[src/rtl/aes_seq_pkg.sv]
// aes_seq_pkg: shared types and constants for the AES-128 round sequencer.
// A block is carried as four row-packed 32-bit words: word r holds state
// row r, with column 0 in the most significant byte.
package aes_seq_pkg;

  localparam int AES_NUM_ROUNDS = 10;
  localparam int WORD_W         = 32;

  // Sequencer control states
  typedef enum logic [1:0] {
    IDLE    = 2'd0,
    ISSUE   = 2'd1,
    CAPTURE = 2'd2,
    DONE    = 2'd3
  } seq_state_t;

  // One 128-bit AES state, row-packed
  typedef struct packed {
    logic [WORD_W-1:0] row0;
    logic [WORD_W-1:0] row1;
    logic [WORD_W-1:0] row2;
    logic [WORD_W-1:0] row3;
  } block_t;

  // Builds a block from four row words
  function automatic block_t pack_block(input logic [WORD_W-1:0] w0,
                                        input logic [WORD_W-1:0] w1,
                                        input logic [WORD_W-1:0] w2,
                                        input logic [WORD_W-1:0] w3);
    block_t b;
    b.row0 = w0;
    b.row1 = w1;
    b.row2 = w2;
    b.row3 = w3;
    return b;
  endfunction

  // AddRoundKey on row-packed blocks
  function automatic block_t block_xor(input block_t a, input block_t b);
    block_t r;
    r.row0 = a.row0 ^ b.row0;
    r.row1 = a.row1 ^ b.row1;
    r.row2 = a.row2 ^ b.row2;
    r.row3 = a.row3 ^ b.row3;
    return r;
  endfunction

endpackage

[src/rtl/aes_round_sequencer_if.sv]
// aes_round_sequencer_if: bundles the plaintext/ciphertext handshakes, the
// round-key store lookup and the round datapath connection of the sequencer.
// The master modport is the sequencer's view; slave is its surroundings.
interface aes_round_sequencer_if #(
  parameter int ROUND_W = 4
);
  import aes_seq_pkg::*;

  // Plaintext request
  logic               in_valid;
  logic               in_ready;
  logic [WORD_W-1:0]  in_d0;
  logic [WORD_W-1:0]  in_d1;
  logic [WORD_W-1:0]  in_d2;
  logic [WORD_W-1:0]  in_d3;

  // Round-key store lookup (combinational)
  logic [ROUND_W-1:0] rk_round;
  logic [WORD_W-1:0]  rk_q0;
  logic [WORD_W-1:0]  rk_q1;
  logic [WORD_W-1:0]  rk_q2;
  logic [WORD_W-1:0]  rk_q3;

  // Single-round datapath
  logic [WORD_W-1:0]  rnd_a;
  logic [WORD_W-1:0]  rnd_b;
  logic [WORD_W-1:0]  rnd_c;
  logic [WORD_W-1:0]  rnd_d;
  logic [ROUND_W-1:0] rnd_count;
  logic               rnd_key_flag;
  logic [WORD_W-1:0]  rnd_q1;
  logic [WORD_W-1:0]  rnd_q2;
  logic [WORD_W-1:0]  rnd_q3;
  logic [WORD_W-1:0]  rnd_q4;
  logic [WORD_W-1:0]  rnd_x;
  logic [WORD_W-1:0]  rnd_y;
  logic [WORD_W-1:0]  rnd_z;
  logic [WORD_W-1:0]  rnd_w;

  // Ciphertext response and status
  logic               out_valid;
  logic               out_ready;
  logic [WORD_W-1:0]  out_d0;
  logic [WORD_W-1:0]  out_d1;
  logic [WORD_W-1:0]  out_d2;
  logic [WORD_W-1:0]  out_d3;
  logic               busy;

  modport master (
    input  in_valid, in_d0, in_d1, in_d2, in_d3,
    output in_ready,
    output rk_round,
    input  rk_q0, rk_q1, rk_q2, rk_q3,
    output rnd_a, rnd_b, rnd_c, rnd_d, rnd_count, rnd_key_flag,
    output rnd_q1, rnd_q2, rnd_q3, rnd_q4,
    input  rnd_x, rnd_y, rnd_z, rnd_w,
    output out_valid, out_d0, out_d1, out_d2, out_d3,
    input  out_ready,
    output busy
  );

  modport slave (
    output in_valid, in_d0, in_d1, in_d2, in_d3,
    input  in_ready,
    input  rk_round,
    output rk_q0, rk_q1, rk_q2, rk_q3,
    input  rnd_a, rnd_b, rnd_c, rnd_d, rnd_count, rnd_key_flag,
    input  rnd_q1, rnd_q2, rnd_q3, rnd_q4,
    output rnd_x, rnd_y, rnd_z, rnd_w,
    input  out_valid, out_d0, out_d1, out_d2, out_d3,
    output out_ready,
    input  busy
  );

endinterface

[src/rtl/aes_round_sequencer.sv]
// aes_round_sequencer: walks an external single-round AES datapath through
// a full AES-128 encryption of one block. The initial AddRoundKey is done
// here on accept; every following round takes an ISSUE cycle (datapath
// samples the state) and a CAPTURE cycle (datapath result is written back).
// The round-key store is external and indexed by rk_round.
module aes_round_sequencer
  import aes_seq_pkg::*;
#(
  parameter int NUM_ROUNDS = AES_NUM_ROUNDS,
  parameter int ROUND_W    = 4
) (
  input  logic                  clk,
  input  logic                  rst,
  aes_round_sequencer_if.master bus
);

  localparam logic [ROUND_W-1:0] FIRST_ROUND = ROUND_W'(1);
  localparam logic [ROUND_W-1:0] LAST_ROUND  = ROUND_W'(NUM_ROUNDS);

  seq_state_t         state;
  seq_state_t         state_next;
  block_t             state_reg;
  logic [ROUND_W-1:0] round;

  block_t             in_block;
  block_t             key_block;
  block_t             rnd_block;
  logic               accept;
  logic               deliver;
  logic               last_round;

  logic               in_ready_c;
  logic               busy_c;
  logic               out_valid_c;
  logic               rnd_key_flag_c;
  logic [ROUND_W-1:0] rk_round_c;
  logic [ROUND_W-1:0] rnd_count_c;
  block_t             rnd_state_c;
  block_t             rnd_key_c;
  block_t             out_block_c;

  assign in_block   = pack_block(bus.in_d0, bus.in_d1, bus.in_d2, bus.in_d3);
  assign key_block  = pack_block(bus.rk_q0, bus.rk_q1, bus.rk_q2, bus.rk_q3);
  assign rnd_block  = pack_block(bus.rnd_x, bus.rnd_y, bus.rnd_z, bus.rnd_w);

  // in_ready is only ever high in IDLE, so the handshake reduces to this
  assign accept     = (state == IDLE) && bus.in_valid;
  assign deliver    = (state == DONE) && bus.out_ready;
  // Compare with >= so a corrupted counter still terminates the block
  assign last_round = (round >= LAST_ROUND);

  // State register; reset aborts any block in flight
  always_ff @(posedge clk) begin
    if (rst) begin
      state <= IDLE;
    end else begin
      state <= state_next;
    end
  end

  // Next-state decode and all datapath/handshake outputs
  always_comb begin
    state_next     = state;
    in_ready_c     = 1'b0;
    busy_c         = 1'b1;
    out_valid_c    = 1'b0;
    rnd_key_flag_c = 1'b1;
    rk_round_c     = '0;
    rnd_count_c    = '0;
    rnd_state_c    = '0;
    rnd_key_c      = '0;
    out_block_c    = '0;

    case (state)
      IDLE: begin
        in_ready_c = 1'b1;
        busy_c     = 1'b0;
        if (accept) begin
          state_next = ISSUE;
        end
      end

      ISSUE: begin
        rk_round_c     = round;
        rnd_count_c    = round;
        rnd_key_flag_c = 1'b0;
        rnd_state_c    = state_reg;
        rnd_key_c      = key_block;
        state_next     = CAPTURE;
      end

      CAPTURE: begin
        rk_round_c     = round;
        rnd_count_c    = round;
        rnd_key_flag_c = 1'b0;
        rnd_state_c    = state_reg;
        rnd_key_c      = key_block;
        state_next     = last_round ? DONE : ISSUE;
      end

      DONE: begin
        out_valid_c = 1'b1;
        out_block_c = state_reg;
        if (deliver) begin
          state_next = IDLE;
        end
      end

      default: begin
        busy_c     = 1'b0;
        state_next = IDLE;
      end
    endcase
  end

  // Block state and round counter: whitening on accept, write-back on capture
  always_ff @(posedge clk) begin
    if (rst) begin
      state_reg <= '0;
      round     <= '0;
    end else begin
      case (state)
        IDLE: begin
          if (accept) begin
            state_reg <= block_xor(in_block, key_block);
            round     <= FIRST_ROUND;
          end
        end
        CAPTURE: begin
          state_reg <= rnd_block;
          if (!last_round) begin
            round <= round + 1'b1;
          end
        end
        DONE: begin
          if (deliver) begin
            round <= '0;
          end
        end
        default: begin
        end
      endcase
    end
  end

  assign bus.in_ready     = in_ready_c;
  assign bus.busy         = busy_c;
  assign bus.rk_round     = rk_round_c;
  assign bus.rnd_count    = rnd_count_c;
  assign bus.rnd_key_flag = rnd_key_flag_c;
  assign bus.rnd_a        = rnd_state_c.row0;
  assign bus.rnd_b        = rnd_state_c.row1;
  assign bus.rnd_c        = rnd_state_c.row2;
  assign bus.rnd_d        = rnd_state_c.row3;
  assign bus.rnd_q1       = rnd_key_c.row0;
  assign bus.rnd_q2       = rnd_key_c.row1;
  assign bus.rnd_q3       = rnd_key_c.row2;
  assign bus.rnd_q4       = rnd_key_c.row3;
  assign bus.out_valid    = out_valid_c;
  assign bus.out_d0       = out_block_c.row0;
  assign bus.out_d1       = out_block_c.row1;
  assign bus.out_d2       = out_block_c.row2;
  assign bus.out_d3       = out_block_c.row3;

endmodule

[src/flat_wrapper.sv]
// flat-port wrapper written by rule: the top's interface ports become plain ports
module aes_round_sequencer_flat import aes_seq_pkg::*;
#(
  parameter int NUM_ROUNDS = AES_NUM_ROUNDS,
  parameter int ROUND_W    = 4
)
  (clk, rst, bus_in_valid, bus_in_d0, bus_in_d1, bus_in_d2, bus_in_d3, bus_in_ready, bus_rk_round, bus_rk_q0, bus_rk_q1, bus_rk_q2, bus_rk_q3, bus_rnd_a, bus_rnd_b, bus_rnd_c, bus_rnd_d, bus_rnd_count, bus_rnd_key_flag, bus_rnd_q1, bus_rnd_q2, bus_rnd_q3, bus_rnd_q4, bus_rnd_x, bus_rnd_y, bus_rnd_z, bus_rnd_w, bus_out_valid, bus_out_d0, bus_out_d1, bus_out_d2, bus_out_d3, bus_out_ready, bus_busy);
  aes_round_sequencer_if #(.ROUND_W(ROUND_W)) bus_i ();
  input  logic clk;
  input  logic rst;
  input wire logic [$bits(bus_i.in_valid)-1:0] bus_in_valid;
  input wire logic [$bits(bus_i.in_d0)-1:0] bus_in_d0;
  input wire logic [$bits(bus_i.in_d1)-1:0] bus_in_d1;
  input wire logic [$bits(bus_i.in_d2)-1:0] bus_in_d2;
  input wire logic [$bits(bus_i.in_d3)-1:0] bus_in_d3;
  output wire logic [$bits(bus_i.in_ready)-1:0] bus_in_ready;
  output wire logic [$bits(bus_i.rk_round)-1:0] bus_rk_round;
  input wire logic [$bits(bus_i.rk_q0)-1:0] bus_rk_q0;
  input wire logic [$bits(bus_i.rk_q1)-1:0] bus_rk_q1;
  input wire logic [$bits(bus_i.rk_q2)-1:0] bus_rk_q2;
  input wire logic [$bits(bus_i.rk_q3)-1:0] bus_rk_q3;
  output wire logic [$bits(bus_i.rnd_a)-1:0] bus_rnd_a;
  output wire logic [$bits(bus_i.rnd_b)-1:0] bus_rnd_b;
  output wire logic [$bits(bus_i.rnd_c)-1:0] bus_rnd_c;
  output wire logic [$bits(bus_i.rnd_d)-1:0] bus_rnd_d;
  output wire logic [$bits(bus_i.rnd_count)-1:0] bus_rnd_count;
  output wire logic [$bits(bus_i.rnd_key_flag)-1:0] bus_rnd_key_flag;
  output wire logic [$bits(bus_i.rnd_q1)-1:0] bus_rnd_q1;
  output wire logic [$bits(bus_i.rnd_q2)-1:0] bus_rnd_q2;
  output wire logic [$bits(bus_i.rnd_q3)-1:0] bus_rnd_q3;
  output wire logic [$bits(bus_i.rnd_q4)-1:0] bus_rnd_q4;
  input wire logic [$bits(bus_i.rnd_x)-1:0] bus_rnd_x;
  input wire logic [$bits(bus_i.rnd_y)-1:0] bus_rnd_y;
  input wire logic [$bits(bus_i.rnd_z)-1:0] bus_rnd_z;
  input wire logic [$bits(bus_i.rnd_w)-1:0] bus_rnd_w;
  output wire logic [$bits(bus_i.out_valid)-1:0] bus_out_valid;
  output wire logic [$bits(bus_i.out_d0)-1:0] bus_out_d0;
  output wire logic [$bits(bus_i.out_d1)-1:0] bus_out_d1;
  output wire logic [$bits(bus_i.out_d2)-1:0] bus_out_d2;
  output wire logic [$bits(bus_i.out_d3)-1:0] bus_out_d3;
  input wire logic [$bits(bus_i.out_ready)-1:0] bus_out_ready;
  output wire logic [$bits(bus_i.busy)-1:0] bus_busy;
  assign bus_i.in_valid = bus_in_valid;
  assign bus_i.in_d0 = bus_in_d0;
  assign bus_i.in_d1 = bus_in_d1;
  assign bus_i.in_d2 = bus_in_d2;
  assign bus_i.in_d3 = bus_in_d3;
  assign bus_in_ready = bus_i.in_ready;
  assign bus_rk_round = bus_i.rk_round;
  assign bus_i.rk_q0 = bus_rk_q0;
  assign bus_i.rk_q1 = bus_rk_q1;
  assign bus_i.rk_q2 = bus_rk_q2;
  assign bus_i.rk_q3 = bus_rk_q3;
  assign bus_rnd_a = bus_i.rnd_a;
  assign bus_rnd_b = bus_i.rnd_b;
  assign bus_rnd_c = bus_i.rnd_c;
  assign bus_rnd_d = bus_i.rnd_d;
  assign bus_rnd_count = bus_i.rnd_count;
  assign bus_rnd_key_flag = bus_i.rnd_key_flag;
  assign bus_rnd_q1 = bus_i.rnd_q1;
  assign bus_rnd_q2 = bus_i.rnd_q2;
  assign bus_rnd_q3 = bus_i.rnd_q3;
  assign bus_rnd_q4 = bus_i.rnd_q4;
  assign bus_i.rnd_x = bus_rnd_x;
  assign bus_i.rnd_y = bus_rnd_y;
  assign bus_i.rnd_z = bus_rnd_z;
  assign bus_i.rnd_w = bus_rnd_w;
  assign bus_out_valid = bus_i.out_valid;
  assign bus_out_d0 = bus_i.out_d0;
  assign bus_out_d1 = bus_i.out_d1;
  assign bus_out_d2 = bus_i.out_d2;
  assign bus_out_d3 = bus_i.out_d3;
  assign bus_i.out_ready = bus_out_ready;
  assign bus_busy = bus_i.busy;
  aes_round_sequencer #(.NUM_ROUNDS(NUM_ROUNDS), .ROUND_W(ROUND_W)) u_core (.clk(clk), .rst(rst), .bus(bus_i));
endmodule
[config.mk]
export PLATFORM = sky130hd
export DESIGN_NAME = aes_round_sequencer_flat
export DESIGN_NICKNAME = d
export VERILOG_FILES = /design/src/rtl/aes_seq_pkg.sv /design/src/rtl/aes_round_sequencer_if.sv /design/src/rtl/aes_round_sequencer.sv /design/src/flat_wrapper.sv
export SDC_FILE = /design/constraint.sdc
export NUM_CORES = 1
export LEC_CHECK = 0
export CAP_MARGIN = 20
export CORE_AREA = 3 3 307 309
export DETAILED_ROUTE_END_ITERATION = 12
export DIE_AREA = 0 0 310 312
export GPL_TIMING_DRIVEN = 0
export HOLD_SLACK_MARGIN = 0.1
export PLACE_DENSITY = 0.41
export SLEW_MARGIN = 5
export SYNTH_ARGS = -nofsm -noshare
export SYNTH_HDL_FRONTEND = slang
export SYNTH_SLANG_ARGS = --single-unit
[constraint.sdc]
create_clock -name clk -period 3.7 [get_ports clk]
set_clock_uncertainty 0.2 [all_clocks]
set_input_delay 0.74 -clock clk [delete_from_list [all_inputs] [get_ports clk]]
set_output_delay 0.74 -clock clk [all_outputs]
set_load 0.02 [all_outputs]
==> results of run 1 <==
## path summary, 6_finish.rpt
kind,startpoint,to,slack [ns],depth (start not counted)
max reg2reg,u_core.state[0],u_core.state_reg[66],0.72,8
min,u_core.state_reg[20],u_core.state_reg[20],0.29,1
max,u_core.state[0],bus_rnd_q3[24],0.12,6
min reg2reg,u_core.state_reg[20],u_core.state_reg[20],0.29,1
## Yosys cell counts (4+ instances only)
library cell and n:
and2_1 386, dfxtp_1 134, o21ai_0 129, a22o_1 128, nand2_1 128, xnor2_1 128
clkbuf_1 71, buf_2 29, inv_1 8, ha_1 7, nor2_1 5, buf_4 4
nand2b_1 4, nor4_1 4
## stage by stage
stage / hold WS, ns / power (mW) / util, % / instance area (um2)
3_5_place_dp: 0.2755 / 8.071 / 20.34 / 18650
5_1_grt: 0.3032 / 10.57 / 21.53 / 19730
4_1_cts: 0.2933 / 10.30 / 21.17 / 19410
3_3_place_gp: 0.2679 / 7.995 / 20.26 / 18570
2_1_floorplan: 0.2476 / 4.599 / - / 9250
6_report: 0.2909 / 9.931 / 21.55 / 19750
## cell families after synthesis
logic type | after synthesis | share of synthesized area (%)
AO/OA/AOI/OAI | 265 | 19.79
AND/OR/NAND/NOR | 537 | 32.79
adder cells (fa/ha/maj) | 7 | 0.9468
buffers and inverters | 113 | 5.140
multiplexers | 2 | 0.2164
flip-flops | 134 | 29.00
XOR/XNOR | 128 | 12.12
## metal layers
metal	track usage [%]	routed length, um
met5	0	9
met3	3.415	5272
met4	3.494	1228
met1	16.73	28920
met2	25.26	35670
## layout by cell type, fill, tap and decap left out, types with 4 or more instances in the layout
cell | Yosys | layout
clkdlybuf4s50_1 | 0 | 559
and2_1 | 386 | 386
dfxtp_1 | 134 | 134
o21ai_0 | 129 | 129
dlymetal6s2s_1 | 0 | 129
xnor2_1 | 128 | 128
nand2_1 | 128 | 128
a22o_1 | 128 | 128
dlygate4sd2_1 | 0 | 78
buf_2 | 29 | 30
clkbuf_1 | 71 | 28
clkbuf_16 | 0 | 18
clkbuf_4 | 0 | 15
clkbuf_2 | 0 | 15
clkbuf_8 | 0 | 12
clkdlybuf4s15_1 | 0 | 10
inv_1 | 8 | 8
buf_4 | 4 | 8
diode_2 | 0 | 7
ha_1 | 7 | 5
bufinv_16 | 0 | 5
nand2b_1 | 4 | 4
nor4_1 | 4 | 4
clkinv_4 | 0 | 4
buf_8 | 0 | 4
## report_power, final
part	switching (mW)	internal [mW]	total, mW
logic	3.42	2.49	5.91
clock network	0.787	1.21	2.00
registers	0.255	1.77	2.02
total	4.46	5.47	9.93
## what timing repair did
item | in CTS | in global routing
pin swaps | 0 | 0
resized for setup | 195 | 149
cloned | 0 | 0
hold buffers | 0 | 0
endpoints found under the setup margin | 375 | 168
## cell type report
| cell class | instances | area, um2 | share of cell area [%] |
|---|---|---|---|
| Timing Repair Buffer | 788 | 8120 | 41.12 |
| Multi-Input combinational cell | 939 | 6112 | 30.95 |
| Sequential cell | 134 | 2683 | 13.58 |
| Tap cell | 1186 | 1484 | 7.514 |
| Buffer | 104 | 656.9 | 3.326 |
| Clock buffer | 19 | 442.9 | 2.243 |
| Clock inverter | 12 | 202.7 | 1.026 |
| Inverter | 8 | 30.03 | 0.1521 |
| Antenna cell | 7 | 17.52 | 0.08870 |
==> impl_metrics.tcl, run 1 <==
set metrics [dict create \
    outcome "completed" \
    worstPathCellList "inv_1 > ha_4 > clkbuf_16 > clkbuf_4 > and2_1 > clkdlybuf4s50_1" \
    ys_warn_count 0 \
    synth-async-reset-ratio_pct 0 \
    crit_path_start_kind "flip-flop" \
    largest_reg_flops 130 \
    vias 11640 \
    postRouteAntennaNets 0 \
    syn-mean-instance-area_um2 7.799 \
    crit_buf_inv 4 \
    ir_worst_vdd_uv 302.0 \
    cp_max_fo 10 \
    slowest_delay_ns 0.63 \
    start_util_pct 10.09 \
    fin_crit_ns 3.581 \
    grtUsageTotal_pct 14.10 \
    wl_per_cell_um 22.24 \
    antenna_found_initial 12 \
    synth_edf_count 0 \
    layout.nets 2387 \
    via_per_inst 3.639 \
    clockBufferDepth 2 \
    cp-end-kind "output port" \
    rows 111 \
    slew-limit-headroom_pct 32.32 \
    crit_family "buffers and inverters" \
    die-area_um2 96720 \
    maxCapViolCount 0 \
    drt_iter0_drc 456 \
    cts_tree "built" \
    routed_wl_um 71110 \
    clk_latency_ns 0.47 \
    clock.fmax_ghz 0.2792 \
    die_y_um 312 \
    tightest_slew_ns 1.015 \
    dp_cells 3160 \
    leakage_nw 9.561 \
    cts_root_buffer "clkbuf_16" \
    yosys.area.top_type "dfxtp_1" \
    numPortBuffers 783 \
    synth_fp_nets 1581 \
    post-dp-hpwl_um 59760 \
    syn_inst 1186 \
    ys_ff_latch 134 \
    fill_cells 10190 \
    synthTopCellsByArea "dfxtp_1 (29%), and2_1 (26%), a22o_1 (12%), xnor2_1 (12%), o21ai_0 (7.0%)" \
    synth_top_area_share_pct 29.00 \
    powerDensity_nw_per_um2 502.9 \
    numCtsBuffers 17 \
    hp-class "flip-flop to flip-flop" \
    fin_crit_sh_pct 96.79 \
    htree_num_levels 4 \
    worst_slack_ns 0.1188 \
    cts.sinks 134 \
    ys_seq_area_share_pct 29.00 \
    firstDrtPassIters 5 \
    io_pins 784 \
    finalNonFillerCells 3197 \
    critical_path_class "flip-flop to output port" \
    netlist_area_um2 9250 \
    die_width_um 310 \
    crit_required_ns 2.76 \
    drcViolationCount 0 \
    clk_pin_slew_ns 0.07 \
    finalSetupTns_ns 0 \
    rsz0062_at_grt "true" \
    slew_violations 0 \
    yosysUniqueCellTypes 30 \
    layout-drive-gt1-share_pct 6.287 \
    grt_pass1_vias 12270 \
    crit_arrival_ns 2.64 \
    grt_pass1_wl_um 95220 \
    critPathSlowestCell "clkdlybuf4s50_1" \
    area_delta_synth_final_pct 113.5 \
    gp_congestion 0.8572 \
    core_area_um2 91660 \
    hold_viol_final 0 \
    pre_cts_ws_ns -1.244 \
    finalSetupViolations 0 \
    postCtsSetupRepairBufs 0 \
    synth-main-ff-cell "dfxtp_1" \
    grt_max_degree 17 \
    grt_remaining_overflow 0 \
]
Note: power is estimated with default switching activity, not from simulation.
==> inputs of run 2 (changes only) <==
--- a/config.mk
+++ b/config.mk
@@ -6,12 +6,14 @@
 export NUM_CORES = 1
 export LEC_CHECK = 0
 export CAP_MARGIN = 20
-export CORE_AREA = 3 3 307 309
+export CELL_PAD_IN_SITES_DETAIL_PLACEMENT = 1
+export CELL_PAD_IN_SITES_GLOBAL_PLACEMENT = 1
+export CORE_AREA = 3 3 308 310
 export DETAILED_ROUTE_END_ITERATION = 12
-export DIE_AREA = 0 0 310 312
+export DIE_AREA = 0 0 311 313
 export GPL_TIMING_DRIVEN = 0
-export HOLD_SLACK_MARGIN = 0.1
-export PLACE_DENSITY = 0.41
+export HOLD_SLACK_MARGIN = 0.02
+export PLACE_DENSITY = 0.52
 export SLEW_MARGIN = 5
 export SYNTH_ARGS = -nofsm -noshare
 export SYNTH_HDL_FRONTEND = slang
==> run 2 against run 1 <==
Non-clock buffer count rose by 1. Largest cell class unchanged. Wire length rose by 3.2%. First-iteration DRC count fell by 15%. Worst hold slack got worse by 0.00070 ns. Critical endpoint is now bus_rnd_count[0]. Final area rose by 0.58%. Critical path type unchanged. Sequential share of layout area fell by 0.079 points. Combinational power rose by 1%. Register-to-register slack got worse by 0.15 ns. Cell count rose by 1.8%. Global-route usage rose by 0.40 points.
==> impl_metrics.tcl, run 2 (synthesized netlist as in run 1, its figures left out) <==
set metrics [dict create \
    layout.nets 2388 \
    crit_path_start_kind "flip-flop" \
    die_width_um 311 \
    reg2reg_from "u_core.state[0]" \
    tightest_slew_ns 1.050 \
    cts_root_buffer "clkbuf_16" \
    cp-end-kind "output port" \
    rows 111 \
    area_delta_synth_final_pct 114.7 \
    ir_worst_vdd_uv 317.7 \
    post-route-cell-area_um2 19860 \
    htree_num_levels 4 \
    leakage_nw 9.459 \
    core_area_um2 91940 \
    start_util_pct 10.06 \
    grtUsageTotal_pct 14.50 \
    rsz0062_at_grt "true" \
    cts.sinks 134 \
    final_common_cell "clkdlybuf4s50_1" \
    critPathSlowestCell "clkdlybuf4s50_1" \
    post-dp-hpwl_um 62070 \
    crit_required_ns 2.76 \
    wl_per_cell_um 22.55 \
    grt_max_degree 20 \
    via_per_inst 3.593 \
    slowest_delay_ns 0.60 \
    drcViolationCount 0 \
    cts.hold.buffers_added 0 \
    clk_pin_slew_ns 0.07 \
    powerDensity_nw_per_um2 502.7 \
    clk_latency_ns 0.45 \
    timing.hold.ws_ns 0.2902 \
    cp_max_fo 10 \
    hp-class "flip-flop to flip-flop" \
    grt_pass1_wl_um 100400 \
    power_mw 9.986 \
    fin_crit_ns 3.614 \
    numCtsBuffers 17 \
    crit_family "buffers and inverters" \
    slew-limit-headroom_pct 30.00 \
    clock.fmax_ghz 0.2767 \
    min_from "u_core.state_reg[55]" \
    worstPathCellList "inv_1 > ha_4 > buf_4 > inv_1 > nor2_2 > buf_4 > clkdlybuf4s50_1" \
    hold_viol_final 0 \
    io_pins 784 \
    firstDrtPassIters 5 \
    clockBufferDepth 2 \
    startpoint "u_core.state[0]" \
    crit_arrival_ns 2.67 \
    grt_pass1_vias 13010 \
    finalSetupViolations 0 \
    maxCapViolCount 0 \
    postRouteAntennaNets 0 \
    die-area_um2 97340 \
    gp_congestion 0.9186 \
    critical_path_class "flip-flop to output port" \
    numPortBuffers 783 \
    die_y_um 313 \
    grt_remaining_overflow 0 \
    final_cell_mix "clkdlybuf4s50_1 (586), and2_1 (386), dlymetal6s2s_1 (134), dfxtp_1 (134), o21ai_0 (129)" \
    worst_slack_ns 0.08596 \
    placed_area_um2 18720 \
    pre_cts_ws_ns -0.8442 \
    drt_iter0_drc 387 \
    cts_tree "built" \
    layout-drive-gt1-share_pct 5.935 \
    antenna_found_initial 18 \
    outcome "completed" \
    slew_violations 0 \
    crit_buf_inv 5 \
    largest_reg_flops 130 \
    fin_crit_sh_pct 97.68 \
    routed_wl_um 73390 \
    vias 11700 \
]
run 2: path summary, 6_finish.rpt:
kind | to | slack (ns) | depth (start not counted)
max reg2reg | u_core.state_reg[99] | 0.57 | 6
min | u_core.state_reg[55] | 0.29 | 1
min reg2reg | u_core.state_reg[55] | 0.29 | 1
max | bus_rnd_count[0] | 0.09 | 7
run 2: stage by stage:
stage                     setup TNS (ns)  std cells  util (%)
after floorplan                        0       1186         -
after global placement           -237.17       3212     20.28
after detailed placement         -137.74       3218     20.36
after CTS                        -0.8178       3247     21.20
after global routing            -0.06073       3249     21.59
final                                  0       3255     21.61
run 2: routing by layer:
metal	GRT usage (%)	part of all wire (%)
met5	0	0.048
met1	16.86	41
met3	4.238	6.8
met2	25.52	50
met4	4.590	2.3
run 2: power by group:
part | switching, mW | internal [mW]
registers | 0.252 | 1.77
logic | 3.47 | 2.52
clock network | 0.775 | 1.21
total | 4.49 | 5.49
run 2: final cells by class:
| type | instances | area [um2] |
|---|---|---|
| clock buffer | 19 | 442.9 |
| tap | 1243 | 1555 |
| sequential | 134 | 2683 |
| clock inverter | 12 | 201.4 |
| buffer | 103 | 653.1 |
| timing repair buffer | 790 | 8169 |
| antenna | 7 | 17.52 |
| fill | 10950 | 72080 |
| inverter | 8 | 30.03 |
| multi-input combinational | 939 | 6112 |
run 2: worst reg2reg max path, stage by stage (launching register included):
cell and delay (ns):
dfxtp_1 0.36, inv_1 0.16, ha_1 0.26, clkbuf_2 0.54, clkbuf_1 0.71, o21ai_0 0.51, a22o_1 0.30
run 2: repair_timing:
item | 4_1_cts | 5_1_grt
endpoints found under the setup margin | 375 | 168
setup buffers | 0 | 1
resized for setup | 142 | 149
